$ cat config.mk
export PLATFORM = sky130hd
export DESIGN_NAME = ifetch_queue
export DESIGN_NICKNAME = d
export VERILOG_FILES = /design/src/rtl/ifq_pkg.sv /design/src/rtl/ifq_fifo.sv /design/src/rtl/ifetch_queue.sv
export SDC_FILE = /design/constraint.sdc
export NUM_CORES = 1
export LEC_CHECK = 0
export BUFFER_PORTS_ARGS = -buffer_cell sky130_fd_sc_hd__buf_2
export CORE_ASPECT_RATIO = 1.4
export CORE_MARGIN = 3
export CORE_UTILIZATION = 40
export DETAILED_ROUTE_END_ITERATION = 7
export PLACE_DENSITY = 0.59
export SYNTH_ARGS = -nofsm -noshare
export SYNTH_HDL_FRONTEND = slang
export SYNTH_SLANG_ARGS = --single-unit
$ cat constraint.sdc
create_clock -name clk -period 3.5 [get_ports clk]
set_input_delay 0.175 -clock clk [delete_from_list [all_inputs] [get_ports clk]]
set_output_delay 0.175 -clock clk [all_outputs]
set_load 0.02 [all_outputs]
$ cat src/rtl/ifq_pkg.sv
// Shared constants and types for the instruction fetch queue.
package ifq_pkg;

  localparam int          IFQ_DEPTH    = 4;
  localparam logic [31:0] IFQ_RESET_PC = 32'h0000_0000;
  localparam logic [31:0] IFQ_NOP      = 32'h0000_0000;

  typedef enum logic [1:0] {
    IFQ_IDLE,
    IFQ_WAIT,
    IFQ_DROP
  } ifq_state_e;

  typedef struct packed {
    logic [31:0] pc;
    logic [31:0] instr;
  } ifq_entry_t;

endpackage

$ cat src/rtl/ifq_fifo.sv
// Power-of-two circular buffer holding fetched {pc, instr} entries.
module ifq_fifo
  import ifq_pkg::*;
#(
  parameter int DEPTH = IFQ_DEPTH,
  parameter int W     = 64,
  localparam int AW   = $clog2(DEPTH),
  localparam int CW   = AW + 1
) (
  input  logic          clk,
  input  logic          rst,
  input  logic          clear,
  input  logic          push,
  input  logic [W-1:0]  push_data,
  input  logic          pop,
  output logic [W-1:0]  head,
  output logic          empty,
  output logic [CW-1:0] count
);

  logic [W-1:0]  mem [DEPTH];
  logic [AW-1:0] wr_ptr, rd_ptr;

  // Pointers wrap naturally because DEPTH is a power of two.
  always_ff @(posedge clk) begin
    if (rst || clear) begin
      wr_ptr <= '0;
      rd_ptr <= '0;
      count  <= '0;
    end else begin
      if (push) wr_ptr <= wr_ptr + AW'(1);
      if (pop)  rd_ptr <= rd_ptr + AW'(1);
      case ({push, pop})
        2'b10:   count <= count + CW'(1);
        2'b01:   count <= count - CW'(1);
        default: count <= count;
      endcase
    end
  end

  always_ff @(posedge clk) begin
    if (push) mem[wr_ptr] <= push_data;
  end

  assign head  = mem[rd_ptr];
  assign empty = (count == '0);

endmodule

$ cat src/rtl/ifetch_queue.sv
// Instruction fetch engine: single-outstanding imem requester feeding a queue to IF/ID.
// Define IFQ_BYPASS_EN to present a live response combinationally when the queue is empty.
module ifetch_queue
  import ifq_pkg::*;
#(
  parameter int          DEPTH    = IFQ_DEPTH,
  parameter logic [31:0] RESET_PC = IFQ_RESET_PC,
  localparam int         CW       = $clog2(DEPTH) + 1
) (
  input  logic          clk,
  input  logic          rst,
  output logic          imem_req,
  output logic [31:0]   imem_addr,
  input  logic          imem_ready,
  input  logic          imem_rvalid,
  input  logic [31:0]   imem_rdata,
  input  logic          redirect,
  input  logic [31:0]   redirect_pc,
  input  logic          stall,
  output logic [31:0]   Instruction_IF,
  output logic [31:0]   PC_Addr_IF,
  output logic          valid_IF,
  output logic [CW-1:0] count
);

  ifq_state_e  state, state_nxt;
  logic [31:0] fetch_pc, fetch_pc_nxt;
  logic [31:0] req_pc, req_pc_nxt;
  logic        accept, live, byp_hit;
  logic        fifo_push, fifo_pop, fifo_empty;
  ifq_entry_t  head, wr_ent;

  assign imem_req  = (state == IFQ_IDLE) && (count < CW'(DEPTH)) && !redirect && !rst;
  assign imem_addr = fetch_pc;
  assign accept    = imem_req && imem_ready;
  assign live      = (state == IFQ_WAIT) && imem_rvalid && !redirect && !rst;

`ifdef IFQ_BYPASS_EN
  assign byp_hit = live && fifo_empty;
`else
  assign byp_hit = 1'b0;
`endif

  // A bypassed response that is consumed this cycle never touches storage.
  assign fifo_push = live && !(byp_hit && !stall);
  assign fifo_pop  = !fifo_empty && !stall && !redirect && !rst;
  assign wr_ent    = '{pc: req_pc, instr: imem_rdata};
  assign valid_IF  = !fifo_empty || byp_hit;

  always_comb begin
    Instruction_IF = IFQ_NOP;
    PC_Addr_IF     = '0;
    if (!fifo_empty) begin
      Instruction_IF = head.instr;
      PC_Addr_IF     = head.pc;
    end else if (byp_hit) begin
      Instruction_IF = imem_rdata;
      PC_Addr_IF     = req_pc;
    end
  end

  ifq_fifo #(.DEPTH(DEPTH), .W($bits(ifq_entry_t))) u_fifo (
    .clk       (clk),
    .rst       (rst),
    .clear     (redirect),
    .push      (fifo_push),
    .push_data (wr_ent),
    .pop       (fifo_pop),
    .head      (head),
    .empty     (fifo_empty),
    .count     (count)
  );

  always_comb begin
    state_nxt    = state;
    fetch_pc_nxt = fetch_pc;
    req_pc_nxt   = req_pc;
    if (redirect) begin
      fetch_pc_nxt = {redirect_pc[31:2], 2'b00};
      // A response landing in the redirect cycle closes the outstanding request.
      state_nxt    = ((state != IFQ_IDLE) && !imem_rvalid) ? IFQ_DROP : IFQ_IDLE;
    end else begin
      case (state)
        IFQ_IDLE: if (accept) begin
          state_nxt    = IFQ_WAIT;
          req_pc_nxt   = fetch_pc;
          fetch_pc_nxt = fetch_pc + 32'd4;
        end
        IFQ_WAIT, IFQ_DROP: if (imem_rvalid) state_nxt = IFQ_IDLE;
        default: state_nxt = IFQ_IDLE;
      endcase
    end
  end

  always_ff @(posedge clk) begin
    if (rst) begin
      state    <= IFQ_IDLE;
      fetch_pc <= RESET_PC;
      req_pc   <= RESET_PC;
    end else begin
      state    <= state_nxt;
      fetch_pc <= fetch_pc_nxt;
      req_pc   <= req_pc_nxt;
    end
  end

endmodule

==> results of run 1 <==
how the worst max path moves through the flow:
stage | from | endpoint | slack, ns | cells after the start
final | flop | PC_Addr_IF[14] | 0.77 | 4
after global routing | flop | Instruction_IF[3] | 0.56 | 4
after detailed placement | state[1] | imem_addr[11] | 0.94 | 7
after CTS | flop | Instruction_IF[3] | 0.65 | 4
after floorplan | redirect | u_fifo.mem[0][0] | 0.64 | 5
after global placement | redirect | u_fifo.mem[0][7] | 1.01 | 6
sequential cells by signal, indices dropped and copies added, names as in the netlist, named ones only:
signal	flops
state	2
u_fifo.count	3
req_pc	30
u_fifo.rd_ptr	2
u_fifo.mem	248
imem_addr	30
u_fifo.wr_ptr	2
cell families (layout without fill, tap and decap cells):
group,after synthesis,after routing,share of synthesized area
AOI/OAI and AO/OA,97,97,0.0492
xor gates and xnor gates,13,13,0.00886
adders and majority gates,9,9,0.00935
buffers and inverters,69,315,0.0226
DFF,319,319,0.690
muxes,62,62,0.109
other,1,4,0.000292
and+or+nand+nor,270,270,0.111
layer usage:
layer | up-vias | track usage | routed length [um]
met5 | - | 0 | 0
met4 | 0 | 0.0515 | 735
met3 | 43 | 0.0210 | 1250
met2 | 221 | 0.293 | 14300
met1 | 3805 | 0.214 | 11900
li1 | 3680 | - | -
final cells by class:
class	count	share of cell area
repair buffers	244	0.104
inverters	15	0.00357
clock inverters	15	0.00532
well taps	395	0.0314
multi-input cells	455	0.236
flip-flops and latches	319	0.563
clock buffers	41	0.0570
report_power, final:
group | total (mW) | switching [mW] | internal, mW
Combinational | 0.315 | 0.175 | 0.140
Clock | 3.15 | 1.35 | 1.80
Sequential | 4.16 | 0.0630 | 4.10
worst max-delay path: stages (launching register included):
cell     delay, ns
dfxtp_4       0.66
buf_4         0.43
mux4_2        0.55
and2_1        0.18
buf_2         0.16
cell usage after synthesis (all sizes together) (9+ instances only):
cell type  instances
nor2              34
or4               11
edfxtp           248
dfxtp             71
mux4              62
clkbuf            35
nand2             87
nor4              10
a311oi            11
inv               15
and2              73
or3                9
nand4             13
a21oi             39
buf               19
metrics by stage:
stage / area [um2] / hold slack, ns
5_1_grt: 15800 / 0.0568
3_5_place_dp: 14200 / 0.394
4_1_cts: 15800 / 0.0319
6_report: 15800 / 0.0550
2_1_floorplan: 12900 / 0.274
3_3_place_gp: 14200 / 0.394
repair_timing:
item	4_1_cts	5_1_grt
hold buffers	60	0
endpoints found under the hold margin	158	0
endpoints found under the setup margin	0	0
==> impl_metrics.json, run 1 <==
{
  "layout-drive-gt1-share": 0.283,
  "timing.final.crit_share": 0.779,
  "die_h_um": 218,
  "n_antenna_cell": 0,
  "clk_path_buf_depth": 3,
  "routedWlPerCell_um": 19.0,
  "critPathArrivalTime_ns": 2.55,
  "cts_buffers": 30,
  "row_count": 77,
  "min_path_type": "in2reg",
  "core_area_um2": 31600,
  "synth_largest_area_cell": "edfxtp_1",
  "drt-total-wl_um": 28200,
  "worstMarginPinSlew_ns": 0.947,
  "setup-violations-final": 0,
  "die_w_um": 157,
  "grt_overflow": 0,
  "fin_tns_setup_ns": 0,
  "dpl.cell_count": 1368,
  "cp_max_fo": 23,
  "cts_max_level": 1,
  "crit_required_ns": 3.32,
  "timing.final.hold_violations": 0,
  "drtIter0Drc": 427,
  "fin_util": 0.498,
  "reg2regPathDepth": 6,
  "die_area_um2": 34300,
  "synthToLayoutAreaGrowth_pct": 22.6,
  "maxCapViolCount": 0,
  "start_kind": "flop",
  "power_leakage_nw": 5.55,
  "setup_slack_ns": 0.775,
  "async_flop_share": 0,
  "io_buffers": 164,
  "synthFlopType": "edfxtp_1",
  "syn_inst": 840,
  "grt_max_degree": 65,
  "grt_pass1_wl_um": 44900,
  "ys_ff_latch": 319,
  "holdCritStartpoint": "rst",
  "antenna_found_initial": 0,
  "multiInputGateArea_um2": 3710,
  "rsz0062_at_grt": "false",
  "cp-end-kind": "output pin",
  "fin_cells": 1484,
  "synth_edf_count": 248,
  "hold_end": "state[0]",
  "n_fill_cell": 2748,
  "tritoncts": "done",
  "cts_root_buffer": "clkbuf_16",
  "yosysSeqAreaShare": 0.690,
  "status": "finished clean",
  "gp_congestion": 0.859,
  "max-vdd-ir-drop_mv": 0.334,
  "grt.total_usage": 0.166,
  "r2r_end": "imem_addr[23]",
  "ios": 171,
  "powerDensity_nw_per_um2": 484,
  "crit_type": "reg2out",
  "initial_utilization": 0.407,
  "worstSkewPairLatency_ns": 0.55,
  "maxSlewViolCount": 0,
  "reg2reg_setup_slack_ns": 0.96,
  "timing.rr.start": "state[1]",
  "viasPerCell": 5.22,
  "clkSinkCount": 319,
  "p_total_mw": 7.62,
  "whs_path_depth": 3,
  "ys_warn_count": 0,
  "synth.area.top_cells": "edfxtp_1, dfxtp_1, mux4_2",
  "avgSynthCellArea_um2": 15.3,
  "min_period_ns": 2.73,
  "postCtsSetupRepairBufs": 0,
  "ant_nets": 0,
  "clk_pin_slew_worst_paths_ns": 0.06,
  "fin_skew_ns": 0.00955,
  "first_global_vias": 8035,
  "pre_cts_slack_ns": 0.942,
  "ys_types": 53,
  "layout_common_cells": "edfxtp_1, buf_2, nand2_1",
  "ctsResizeCount": 0,
  "synth_top_area_share": 0.580,
  "syn_area_um2": 12800,
  "seq_area_um2": 8870,
  "slew_headroom": 0.363,
  "drt_first_pass_iters": 4,
  "drc": 0,
  "hpwl_um": 17900,
  "final_common_cell": "edfxtp_1",
  "fmax_mhz": 367,
  "layout.nets": 1144,
  "num_vias": 7749
}
(Power assumes the default switching activity.)
==> run 2: changes to the inputs <==
==> constraint.sdc (replaced) <==
create_clock -name clk -period 2.6 [get_ports clk]
set_input_delay 0.13 -clock clk [delete_from_list [all_inputs] [get_ports clk]]
set_output_delay 0.13 -clock clk [all_outputs]
set_load 0.02 [all_outputs]
==> impl_metrics.json, run 2 (synthesized netlist as in run 1, its figures left out) <==
{
  "crit_type": "reg2out",
  "layout-drive-gt1-share": 0.295,
  "gp_congestion": 0.840,
  "final_common_cell": "edfxtp_1",
  "core_area_um2": 31600,
  "clkSinkCount": 319,
  "n_antenna_cell": 0,
  "critPathTopFamily": "multiplexers",
  "multiInputGateArea_um2": 3720,
  "maxCapViolCount": 0,
  "drt-total-wl_um": 29400,
  "num_vias": 7887,
  "cts_buffers": 31,
  "crit_required_ns": 2.47,
  "die_h_um": 218,
  "top_layer_used": "met4",
  "n_fill_cell": 2719,
  "tritoncts": "done",
  "layout_common_cells": "edfxtp_1, buf_2, nand2_1",
  "drt_first_pass_iters": 5,
  "synthToLayoutAreaGrowth_pct": 25.4,
  "dr_wl_met2_um": 15100,
  "finalInstanceArea_um2": 16100,
  "drc": 0,
  "cts_root_buffer": "clkbuf_16",
  "power_leakage_nw": 5.71,
  "dr_wl_met3_um": 1380,
  "timing.final.crit_share": 0.921,
  "worstMarginPinSlew_ns": 0.703,
  "powerDensity_nw_per_um2": 665,
  "max-vdd-ir-drop_mv": 0.431,
  "cp-end-kind": "output pin",
  "io_buffers": 164,
  "wl_met1_um": 12100,
  "postPlaceCellArea_um2": 14400,
  "grt_max_degree": 66,
  "fin_skew_ns": 0.00843,
  "fin_tns_setup_ns": 0,
  "hpwl_um": 18800,
  "status": "finished clean",
  "initial_utilization": 0.407,
  "cp_max_fo": 14,
  "ios": 171,
  "path_cells": "buf_4 > mux4_2 > and2_1 > buf_2",
  "clk_path_buf_depth": 3,
  "largest-register": "u_fifo.mem",
  "critPathArrivalTime_ns": 2.26,
  "hold_slack_ns": 0.0788,
  "row_count": 77,
  "grt_overflow": 0,
  "min_period_ns": 2.39,
  "antenna_found_initial": 0,
  "drtIter0Drc": 451,
  "ant_nets": 0,
  "viasPerCell": 5.23,
  "timing.final.hold_violations": 0,
  "maxSlewViolCount": 0,
  "grt.total_usage": 0.171,
  "worstSkewPairLatency_ns": 0.55,
  "layout.nets": 1169,
  "slowest_delay_ns": 0.53,
  "slew_headroom": 0.532,
  "seq_area_um2": 8880,
  "largest_reg_flops": 248,
  "pre_cts_slack_ns": 0.334,
  "fmax_mhz": 418,
  "die_w_um": 157,
  "setup_slack_ns": 0.206,
  "first_global_vias": 8236,
  "routedWlPerCell_um": 19.5,
  "die_area_um2": 34300,
  "min_path_type": "in2reg",
  "rsz0062_at_grt": "false",
  "start_kind": "flop",
  "clk_pin_slew_worst_paths_ns": 0.06,
  "setup-violations-final": 0,
  "slowest_stage": "mux4_2",
  "cts_max_level": 1,
  "worst-path-buf-inv": 2,
  "grt_pass1_wl_um": 45600
}
## run 2: cell types whose count changed in the layout (fill, tap and decap cells not counted), sizes merged
| cell | change |
|---|---|
| clkinv | -5 |
| bufinv | +5 |
| dlygate4sd3 | +1 |
| buf | +23 |
| inv | +1 |
## run 2: tightest hold or removal path: cells and delay by family
| family | cells | cell delay (ns) |
|---|---|---|
| AOI/OAI and AO/OA | 1 | 0.05 |
| and+or+nand+nor | 1 | 0.09 |
| buffers and inverters | 2 | 0.31 |
## run 2: timing repair
item,4_1_cts,5_1_grt
setup endpoints to repair,12,21
resized for setup,1,1
hold buffers,61,0
setup buffers,0,0
endpoints found under the hold margin,159,0
## run 2: cell type report
cell class,count,area share
multi-input cells,455,0.231
inverters,15,0.00365
flip-flops and latches,319,0.551
well taps,395,0.0307
clock inverters,16,0.0132
clock buffers,41,0.0531
repair buffers,268,0.117
## run 2: through the flow
stage                     power [mW]   util  cells
after floorplan                 5.88      -    843
after global placement          6.07  0.456   1391
after detailed placement        6.08  0.456   1391
after CTS                       10.8  0.509   1509
after global routing            11.1  0.510   1509
final                           10.7  0.510   1509
## run 2: worst paths after layout
| kind | slack (ns) | end | start | cells past startpoint |
|---|---|---|---|---|
| worst max-delay path | 0.21 | Instruction_IF[17] | flop | 4 |
| worst min-delay path | 0.08 | imem_addr[4] | redirect | 4 |
| worst max register to register | 0.32 | u_fifo.count[2] | u_fifo.count[2] | 8 |
| worst min register to register | 0.50 | req_pc[30] | req_pc[30] | 2 |
## run 2: routing by layer
layer	up-vias	GRT usage
met5	-	0
met4	0	0.0564
met3	41	0.0256
met2	218	0.301
met1	3900	0.217
li1	3728	-
## run 2: power by group
part           switching [mW]  internal (mW)
sequential             0.0733           5.51
clock                    1.87           2.81
combinational           0.250          0.205
